===== config.mk =====
export PLATFORM = sky130hd
export DESIGN_NAME = seq_calc
export DESIGN_NICKNAME = d
export VERILOG_FILES = /design/src/rtl/calc_pkg.sv /design/src/rtl/calc_addsub.sv /design/src/rtl/seq_calc.sv
export SDC_FILE = /design/constraint.sdc
export NUM_CORES = 1
export LEC_CHECK = 0
export CAP_MARGIN = 30
export CORE_AREA = 2 2 84 78
export DETAILED_ROUTE_END_ITERATION = 7
export DIE_AREA = 0 0 86 80
export GPL_TIMING_DRIVEN = 0
export PLACE_DENSITY = 0.77
export SLEW_MARGIN = 5
export SYNTH_ARGS = -nofsm -noshare
export SYNTH_HDL_FRONTEND = slang
export SYNTH_SLANG_ARGS = --single-unit
export TNS_END_PERCENT = 30

===== constraint.sdc =====
create_clock -name clk -period 8.62 [get_ports clk]
set_input_delay 2.155 -clock clk [delete_from_list [all_inputs] [get_ports clk]]
set_output_delay 2.155 -clock clk [all_outputs]
set_load 0.005 [all_outputs]

===== src/rtl/calc_pkg.sv =====
// Shared opcode map and FSM state type for the sequential calculator.
// Only seq_calc's optional multiply (macro CALC_MUL_EN) depends on OP_MUL.
package calc_pkg;

  localparam logic [2:0] OP_ADD_AB = 3'b000;
  localparam logic [2:0] OP_SUB_AB = 3'b001;
  localparam logic [2:0] OP_ABS_B  = 3'b010;
  localparam logic [2:0] OP_MUL    = 3'b011;
  localparam logic [2:0] OP_ADD_BA = 3'b100;
  localparam logic [2:0] OP_SUB_BA = 3'b101;
  localparam logic [2:0] OP_ABS_A  = 3'b110;

  typedef enum logic [1:0] {
    IDLE = 2'd0,
    MUL  = 2'd1,
    DONE = 2'd2
  } calc_state_t;

endpackage


===== src/rtl/calc_addsub.sv =====
// W-bit two's complement adder with carry-in and signed overflow detect.
// Subtraction and negation are formed by the caller inverting an operand and setting c0.
module calc_addsub #(
  parameter int W = 16
) (
  input  logic [W-1:0] x,
  input  logic [W-1:0] y,
  input  logic         c0,
  output logic [W-1:0] s,
  output logic         ovf
);

  assign s   = x + y + {{(W-1){1'b0}}, c0};
  assign ovf = (x[W-1] == y[W-1]) && (s[W-1] != x[W-1]);

endmodule


===== src/rtl/seq_calc.sv =====
// Registered W-bit calculator with valid/ready handshakes and sticky overflow.
// Define CALC_MUL_EN to turn opcode 011 into a W-cycle signed shift-add multiply.
module seq_calc
  import calc_pkg::*;
#(
  parameter int W = 16
) (
  input  logic         clk,
  input  logic         rst,
  input  logic         in_valid,
  output logic         in_ready,
  input  logic [2:0]   op,
  input  logic [W-1:0] a,
  input  logic [W-1:0] b,
  output logic         out_valid,
  input  logic         out_ready,
  output logic [W-1:0] r,
  output logic         ovf,
  output logic         ovf_sticky,
  input  logic         clr_sticky,
  output logic         busy
);

  calc_state_t  state_q, state_d;
  logic [W-1:0] r_q, r_d;
  logic         ovf_q, ovf_d;
  logic         sticky_q, sticky_d;
  logic         load;

  logic [W-1:0] add_x, add_y, add_s, abs_src;
  logic         add_c0, add_ovf;

  logic         is_mul, mul_last, mul_neg, mul_fits;
  logic [W-1:0] mul_lo;

  calc_addsub #(.W(W)) u_addsub (
    .x  (add_x),
    .y  (add_y),
    .c0 (add_c0),
    .s  (add_s),
    .ovf(add_ovf)
  );

`ifdef CALC_MUL_EN
  localparam int CW = $clog2(W);

  logic [W-1:0]   ma_q, ma_d, mb_q, mb_d;
  logic [2*W-1:0] acc_q, acc_d;
  logic [CW-1:0]  cnt_q, cnt_d;
  logic           neg_q, neg_d;
  logic [W:0]     partial;
  logic [W:0]     prod_hi;

  assign is_mul   = (op == OP_MUL);
  assign mul_last = (cnt_q == CW'(W - 1));
  assign mul_neg  = neg_q;
  assign mul_lo   = acc_d[W-1:0];
  assign prod_hi  = acc_d[2*W-1:W-1];
  // A negative product may reach exactly -2^(W-1), one step beyond the positive limit.
  assign mul_fits = (prod_hi == '0) ||
                    (neg_q && (prod_hi == (W+1)'(1)) && (acc_d[W-2:0] == '0));

  always_comb begin
    ma_d    = ma_q;
    mb_d    = mb_q;
    acc_d   = acc_q;
    cnt_d   = cnt_q;
    neg_d   = neg_q;
    partial = {1'b0, acc_q[2*W-1:W]} + (mb_q[0] ? {1'b0, ma_q} : '0);
    if (state_q == IDLE && in_valid && is_mul) begin
      ma_d  = a[W-1] ? (~a + 1'b1) : a;
      mb_d  = b[W-1] ? (~b + 1'b1) : b;
      acc_d = '0;
      cnt_d = '0;
      neg_d = a[W-1] ^ b[W-1];
    end else if (state_q == MUL) begin
      acc_d = {partial, acc_q[W-1:1]};
      mb_d  = mb_q >> 1;
      cnt_d = cnt_q + 1'b1;
    end
  end

  always_ff @(posedge clk or posedge rst) begin
    if (rst) begin
      ma_q  <= '0;
      mb_q  <= '0;
      acc_q <= '0;
      cnt_q <= '0;
      neg_q <= 1'b0;
    end else begin
      ma_q  <= ma_d;
      mb_q  <= mb_d;
      acc_q <= acc_d;
      cnt_q <= cnt_d;
      neg_q <= neg_d;
    end
  end
`else
  assign is_mul   = 1'b0;
  assign mul_last = 1'b0;
  assign mul_neg  = 1'b0;
  assign mul_lo   = '0;
  assign mul_fits = 1'b1;
`endif

  always_comb begin
    state_d = state_q;
    r_d     = r_q;
    ovf_d   = ovf_q;
    load    = 1'b0;
    add_x   = a;
    add_y   = b;
    add_c0  = 1'b0;
    abs_src = op[2] ? a : b;
    case (state_q)
      IDLE: begin
        if (in_valid) begin
          if (is_mul) begin
            state_d = MUL;
          end else begin
            case (op)
              OP_ADD_AB: begin add_x = a; add_y = b; end
              OP_SUB_AB: begin add_x = a; add_y = ~b; add_c0 = 1'b1; end
              OP_ADD_BA: begin add_x = b; add_y = a; end
              OP_SUB_BA: begin add_x = b; add_y = ~a; add_c0 = 1'b1; end
              default: begin
                add_x  = abs_src[W-1] ? ~abs_src : abs_src;
                add_y  = '0;
                add_c0 = abs_src[W-1];
              end
            endcase
            r_d     = add_s;
            ovf_d   = add_ovf;
            load    = 1'b1;
            state_d = DONE;
          end
        end
      end
      MUL: begin
        // Final iteration: negate the magnitude through the shared adder if needed.
        add_x  = mul_neg ? ~mul_lo : mul_lo;
        add_y  = '0;
        add_c0 = mul_neg;
        if (mul_last) begin
          r_d     = add_s;
          ovf_d   = ~mul_fits;
          load    = 1'b1;
          state_d = DONE;
        end
      end
      DONE: begin
        if (out_ready) state_d = IDLE;
      end
      default: state_d = IDLE;
    endcase
  end

  always_comb begin
    sticky_d = sticky_q;
    if (load && ovf_d)   sticky_d = 1'b1;
    else if (clr_sticky) sticky_d = 1'b0;
  end

  always_ff @(posedge clk or posedge rst) begin
    if (rst) begin
      state_q  <= IDLE;
      r_q      <= '0;
      ovf_q    <= 1'b0;
      sticky_q <= 1'b0;
    end else begin
      state_q  <= state_d;
      r_q      <= r_d;
      ovf_q    <= ovf_d;
      sticky_q <= sticky_d;
    end
  end

  assign in_ready   = (state_q == IDLE);
  assign busy       = (state_q != IDLE);
  assign out_valid  = (state_q == DONE);
  assign r          = r_q;
  assign ovf        = ovf_q;
  assign ovf_sticky = sticky_q;

endmodule


==> qor.yml, run 1 <==
worst_setup_path:
  worst_reg_to_reg_cells: 13
  worst_r2r_startpoint: "state_q[1]"
  bufs_and_invs_on_worst_path: 4
  worstSetupStartpointType: "input port"
  timing.critical_path.slowest_cell_delay_ns: 0.54
  highest_fanout_seen_on_the_critical_path: 10
  crit_arrival_ns: 6.56
  cp_top_family: "buffers and inverters"
  worst_path_max_delay_cell: "sky130_fd_sc_hd__clkdlybuf4s50_1"
  criticalPathCategory: "in2reg"
  worstReg2RegEnd: "r[14]"
  critical_path_required_ns: 8.75
  critPathCaptureType: "register"
  setup.worst_path.start: "op[2]"
  ff2ff_setup_slack_ns: 4.07
  critical_path.cell_chain: "clkdlybuf4s50_1, buf_2, buf_1, clkbuf_1, nand2_1, o21ai_0, a21oi_1, fa_1, fa_1, a211oi_1, o211ai_1, a41oi_1, a21oi_1, xnor2_1, o21ai_1"
power_and_ir_drop:
  pwr_density_cell_mw_per_mm2: 152.6
  power_report.internal_total_w: 0.0003280
  netSwitchingPower_w: 0.0002321
  vdd.ir_drop.worst_mv: 0.1425
  clock_power_share_pct: 10.9
  totalPowerFinal_w: 0.0005601
  p_leak_nw: 1.477
  share_of_total_power_consumed_by_net_switching_pct: 41.44
  pwr-share-comb_pct: 64.0
  power.sequential.fraction_pct: 25.1
clock_tree:
  holdBufCountCts: 0
  cts-resized-gates: 0
  cts.reportedPaths.clkPinSlew_ns: 0.07
  insertion_delay_ns: 0.25
  numClockSinks: 19
  cts_inserted_buffers: 3
  cts_tree: "built"
  cts.repair_timing.setup_buffer_count: 0
  root_buffer: "sky130_fd_sc_hd__clkbuf_8"
  htree_num_levels: 1
  ctsLongestPathBuffers: 2
floorplanning:
  std_cell_rows: 27
  die_w_um: 86
  initial_core_utilization_pct: 49.05
  die_height_um: 80
  ioPinCount: 61
  core_area_sq_mm: 0.005979
  design.die.area_sq_mm: 0.006880
cells_and_area:
  fin_area_sq_mm: 0.003670
  area.growth.synth_to_final_pct: 25.13
  final_core_occ_pct: 61.37
  design.final.nets: 584
  insertedDiodeCount: 0
  mostFrequentLayoutCell: "sky130_fd_sc_hd__nand2_1"
  commonest_non_fill_non_tap_cells_in_the_layout: "85 x sky130_fd_sc_hd__nand2_1, 75 x sky130_fd_sc_hd__o21ai_0, 60 x sky130_fd_sc_hd__clkdlybuf4s50_1"
  drive_gt1_share_pct: 2.846
route:
  antenna_violating_nets_post_route: 0
  drt_iter0_drc: 317
  vias: 3698
  drt_pre_antenna_iters: 5
  drt-total-wl_um: 9925
  post_drt_wl_per_cell_um: 16.57
  drc_violations_left: 0
  route.detailed.vias_per_inst: 6.174
place:
  io_buffer_count: 60
  postPlaceCellArea_sq_mm: 0.003623
  finalWeightedCongestion: 0.9073
  detailed_place_hpwl_um: 7710
yosys:
  flops_latches_synth: 19
  synth_top_cell_by_area: "sky130_fd_sc_hd__dfrtp_1"
  synth_cell_types: 47
  yosysSeqAreaShare_pct: 16.21
  syn_std_cell_area_sq_mm: 0.002933
  synthDominantCellAreaShare_pct: 16.21
  synthesis.area_per_instance_sq_um: 6.334
  ys_top_cells_by_area: "sky130_fd_sc_hd__dfrtp_1 16%, sky130_fd_sc_hd__o21ai_0 13%, sky130_fd_sc_hd__nand2_1 11%"
  synthesis.instances: 463
  synth-warning-count: 0
  synth_fp_nets: 519
grt:
  overflow: 0
  first_global_vias: 3323
  grtUsageTotal_pct: 28.66
  grt_pass1_wl_um: 15940
  antenna_found_initial: 0
  maximum_number_of_pins_on_one_net_before_global_route_repair: 20
timing:
  worst-slew-pin-transition_ns: 0.7129
  timing.final.hold_violations: 0
  clock-skew-final_ns: 0.002880
  report.final.setup_viol: 0
  slew_headroom_pct: 52.42
  grt_setup_unrepaired: "no"
  fin_crit_sh_pct: 74.67
  final-max-slew-violation-count: 0
  fin_crit_ns: 6.437
  fin_tns_setup_ns: 0
  fmax_mhz: 155.4
  hold_slack_ns: 0.4744
hold_path:
  hold_path_class: "reg2reg"
  hold_path.startpoint: "r[0]"
  hold-path-endpoint: "r[0]"
  worstHoldPathCells: 2
run_status:
  outcome: "complete, no violations"
job:
  cap_viol_max_count: 0
==> how the worst max path moves through the flow <==
stage          slack (ns)  depth (start not counted)  endpoint
2_1_floorplan        3.34                         13     r[14]
3_5_place_dp         2.01                         14     r[14]
6_report             2.18                         15     r[14]
3_3_place_gp         2.12                         15     r[14]
5_1_grt              1.82                         14     r[14]
4_1_cts              2.26                         14     r[14]
==> cell type report <==
| class | instances | area [sq um] |
|---|---|---|
| clock inverter | 1 | 5.005 |
| fill | 602 | 2310 |
| timing repair buffer | 60 | 600.6 |
| multi-input combinational | 401 | 2281 |
| clock buffer | 3 | 41.29 |
| inverter | 6 | 22.52 |
| buffer | 37 | 153.9 |
| sequential | 19 | 475.5 |
| tap | 72 | 90.09 |
==> worst register-to-register path, cell delays in order, from the launching register on <==
cell and delay [ns]:
sky130_fd_sc_hd__dfrtp_1 0.41, sky130_fd_sc_hd__nand2b_1 0.22, sky130_fd_sc_hd__clkbuf_1 0.43, sky130_fd_sc_hd__buf_1 0.39, sky130_fd_sc_hd__buf_1 0.48, sky130_fd_sc_hd__a21oi_1 0.11, sky130_fd_sc_hd__fa_1 0.46, sky130_fd_sc_hd__fa_1 0.47
sky130_fd_sc_hd__a211oi_1 0.40, sky130_fd_sc_hd__o211ai_1 0.21, sky130_fd_sc_hd__a41oi_1 0.41, sky130_fd_sc_hd__a21oi_1 0.16, sky130_fd_sc_hd__xnor2_1 0.20, sky130_fd_sc_hd__o21ai_1 0.08
==> flip-flops by register name, indices dropped and copies added (netlist names) <==
| name | flops |
|---|---|
| state_q | 1 |
| ovf | 1 |
| r | 16 |
| ovf_sticky | 1 |
==> cell families after synthesis <==
group                      count (synthesis)  synth area share [%]
buffers and inverters                     43                 6.015
adders and majority gates                 16                 7.338
muxes                                      2                0.7252
AOI/OAI and AO/OA                        188                 37.76
xor gates and xnor gates                  24                 7.167
and+or+nand+nor                          171                 24.79
DFF                                       19                 16.21
==> synth_stat cells (all sizes together) <==
library cell	n
xnor2	6
o311ai	2
fa	2
a41oi	1
o211ai	2
nand4	1
a22oi	14
a32oi	2
a211oi	7
inv	6
ha	14
a21oi	46
dfrtp	19
o32ai	1
xor2	18
a21o	7
mux2i	1
nand4b	1
o21bai	2
nor2	39
nand3b	2
a211o	1
or3	3
a31oi	4
and2	1
nand2	85
nor2b	3
clkbuf	24
o22ai	15
buf	13
o2111ai	1
and3	1
mux2	1
a2bb2oi	1
o21ai	80
a21boi	1
o221a	1
nor3	2
nand2b	3
nand3	30
==> routing by layer <==
layer  vias to the layer above  routed length (um)  global-route usage [%]
met2                       153                4618                   47.75
li1                       1792                   -                       -
met4                         0                 251                   7.778
met3                        24                 693                   3.619
met5                         -                   0                       0
met1                      1729                4361                   38.92
==> power groups by stage <==
stage           clock, W  combinational, W  sequential, W
2_1_floorplan          0          0.000198       0.000145
3_3_place_gp           0          0.000346       0.000142
3_5_place_dp           0          0.000354       0.000142
4_1_cts        0.0000619          0.000355       0.000141
5_1_grt        0.0000659          0.000397       0.000144
6_report       0.0000612          0.000359       0.000140
==> through the flow <==
| stage | cells | worst slack (ns) |
|---|---|---|
| 5_1_grt | 599 | 1.819 |
| 3_3_place_gp | 595 | 2.120 |
| 6_report | 599 | 2.183 |
| 3_5_place_dp | 595 | 2.009 |
| 4_1_cts | 599 | 2.256 |
| 2_1_floorplan | 463 | 3.344 |
Power figures use the tool's default switching activity.
==> run 2, diff against run 1 <==
CORE_AREA = 2 2 86 80   (was 2 2 84 78)
DIE_AREA = 0 0 88 82   (was 0 0 86 80)
clock period = 5.6 ns   (was 8.62 ns; I/O delays follow)
==> run 2 against run 1 <==
Count of clock-buffer cells in the layout is the same. Global-route usage shrank 0.82 points. Power grew 55%. Worst setup slack lost 1.8 ns. Critical path depth shrank 1. Critical endpoint is now r[15]. Largest power group unchanged. Largest cell class unchanged.
==> qor.yml, run 2 (synthesis gave the netlist of run 1 again) <==
worst_setup_path:
  worst-path-stages: 14  # -1
  bufs_and_invs_on_worst_path: 4  # unchanged
  cp_top_family: "compound AO/OA/AOI/OAI gates"
  highest_fanout_seen_on_the_critical_path: 10  # unchanged
  crit_arrival_ns: 5.40  # -1.16 ns
  critPathCaptureType: "register"
  critical_path_required_ns: 5.78  # -2.97 ns
  worst_reg_to_reg_cells: 14  # +1
  worst_path_max_delay_cell: "sky130_fd_sc_hd__clkdlybuf4s50_1"
  timing.critical_path.slowest_cell_delay_ns: 0.47  # -0.07 ns
  critical_path.cell_chain: "clkdlybuf4s50_1, nor2b_1, buf_6, clkbuf_1, buf_1, o22ai_1, a21oi_1, ha_1, a211oi_2, o21ai_1, a32oi_1, a211oi_1, or3_1, a31oi_1"
  worstSetupStartpointType: "input port"
  criticalPathCategory: "in2reg"
timing:
  report.final.setup_viol: 0  # unchanged
  final-max-slew-violation-count: 0  # unchanged
  grt_setup_unrepaired: "no"
  worst-slew-pin-transition_ns: 0.6992  # -0.01369 ns
  fin_crit_ns: 5.218
  layout_setup_ws_ns: 0.3821  # -1.801 ns
  slew_headroom_pct: 53.34  # +0.91 points
  fin_crit_sh_pct: 93.18
  clock-skew-final_ns: 0.002111  # -0.0007682 ns
  timing.final.hold_violations: 0  # unchanged
  fmax_mhz: 191.6
floorplanning:
  die_w_um: 88  # +2.3%
  core_area_sq_mm: 0.006341  # +6.0%
  design.die.area_sq_mm: 0.007216  # +4.9%
  std_cell_rows: 28  # +3.7%
  die_height_um: 82  # +2.5%
  initial_core_utilization_pct: 46.25  # -2.8 points
  ioPinCount: 61  # unchanged
grt:
  overflow: 0  # unchanged
  antenna_found_initial: 0  # unchanged
  maximum_number_of_pins_on_one_net_before_global_route_repair: 20  # unchanged
  grtUsageTotal_pct: 27.84  # -0.82 points
  grt_pass1_wl_um: 16080  # +0.87%
  first_global_vias: 3420  # +2.9%
job:
  cap_viol_max_count: 0  # unchanged
clock_tree:
  holdBufCountCts: 0  # unchanged
  ctsLongestPathBuffers: 2  # unchanged
  cts.reportedPaths.clkPinSlew_ns: 0.07  # about the same
  cts.repair_timing.setup_buffer_count: 0  # unchanged
  htree_num_levels: 1  # unchanged
  insertion_delay_ns: 0.26  # about the same
  root_buffer: "sky130_fd_sc_hd__clkbuf_8"
  cts_tree: "built"
  numClockSinks: 19  # unchanged
  cts-resized-gates: 0  # unchanged
  cts_inserted_buffers: 3  # unchanged
place:
  detailed_place_hpwl_um: 7834  # +1.6%
  dpl_worst_slack_ns: -0.1655  # -2.175 ns
  postPlaceCellArea_sq_mm: 0.003646  # +0.62%
  finalWeightedCongestion: 0.9062  # -0.12%
  io_buffer_count: 60  # unchanged
hold_path:
  worstHoldPathCells: 2  # unchanged
  hold_path_class: "reg2reg"
route:
  post_drt_wl_per_cell_um: 16.13  # -2.7%
  vias: 3713  # +0.41%
  drt_pre_antenna_iters: 5  # unchanged
  drt-total-wl_um: 9936  # +0.11%
  antenna_violating_nets_post_route: 0  # unchanged
  drt_iter0_drc: 228  # -28%
  route.detailed.vias_per_inst: 6.028  # -2.4%
  drc_violations_left: 0  # unchanged
cells_and_area:
  commonest_non_fill_non_tap_cells_in_the_layout: "85 x sky130_fd_sc_hd__nand2_1, 75 x sky130_fd_sc_hd__o21ai_0, 60 x sky130_fd_sc_hd__clkdlybuf4s50_1"
  filler_cell_count_in_the_final_layout: 640  # +6.3%
  fin_area_sq_mm: 0.003702  # +0.89%
  largest_register_ff_count: 16  # unchanged
  register_area_sq_um: 475.5  # unchanged
  insertedDiodeCount: 0  # unchanged
  design.final.nets: 583  # -0.17%
  area.growth.synth_to_final_pct: 26.24
  drive_gt1_share_pct: 3.992  # +1.1 points
  multi_input_area_sq_mm: 0.002288  # +0.33%
  mostFrequentLayoutCell: "sky130_fd_sc_hd__nand2_1"
run_status:
  outcome: "complete, no violations"
power_and_ir_drop:
  vdd.ir_drop.worst_mv: 0.1694  # +19%
  pwr_density_cell_mw_per_mm2: 233.8  # +53%
  p_leak_nw: 1.491  # +0.94%
  totalPowerFinal_w: 0.0008656  # +55%
==> run 2: changes by cell type in the layout (fill, tap and decap cells not counted) <==
| cell | delta |
|---|---|
| sky130_fd_sc_hd__a41oi_1 | -1 |
| sky130_fd_sc_hd__a41oi_2 | +1 |
| sky130_fd_sc_hd__buf_1 | -3 |
| sky130_fd_sc_hd__clkbuf_1 | -3 |
| sky130_fd_sc_hd__clkbuf_2 | +5 |
==> run 2: worst paths after layout <==
| check | from | to | slack, ns |
|---|---|---|---|
| min reg2reg | r[5] | r[5] | 0.48 |
| min | r[5] | r[5] | 0.48 |
| max in group asynchronous | rst | r[7] | 3.60 |
| max reg2reg | state_q[1] | r[14] | 1.53 |
| min in group asynchronous | rst | ovf_sticky | 1.56 |
| max | in_valid | r[15] | 0.38 |
==> run 2: where the power goes <==
group	internal [W]	switching [W]
Sequential	0.000190	0.0000286
Combinational	0.000267	0.000285
Clock	0.0000495	0.0000459
Total	0.000506	0.000360
==> run 2: metrics by stage <==
stage	TNS [ns]	hold slack (ns)	util (%)	std cells
4_1_cts	0	0.4874	58.23	617
2_1_floorplan	0	0.4698	-	463
6_report	0	0.4848	58.39	616
3_5_place_dp	-0.3365	0.4714	57.50	613
5_1_grt	0	0.5144	58.39	616
3_3_place_gp	-0.2396	0.4669	57.50	613
==> run 2: final cells by class <==
| class | count | share of cell area [%] |
|---|---|---|
| Clock buffer | 3 | 1.115 |
| Timing Repair Buffer | 60 | 16.22 |
| Buffer | 36 | 4.224 |
| Clock inverter | 1 | 0.1352 |
| Sequential cell | 19 | 12.84 |
| Tap cell | 90 | 3.042 |
| Multi-Input combinational cell | 401 | 61.81 |
| Inverter | 6 | 0.6083 |
==> run 2: per-layer routing <==
layer	global-route usage [%]	wire length [um]	vias to the layer above
met3	3.819	649	21
met5	0	0	-
met4	6.000	228	0
met2	48.18	4595	164
li1	-	-	1789
met1	36.92	4463	1739
==> run 2: worst min-delay path: stages, from the launching register on <==
cell                      delay, ns
sky130_fd_sc_hd__dfrtp_1       0.34
sky130_fd_sc_hd__nand2_1       0.04
sky130_fd_sc_hd__o21ai_0       0.06
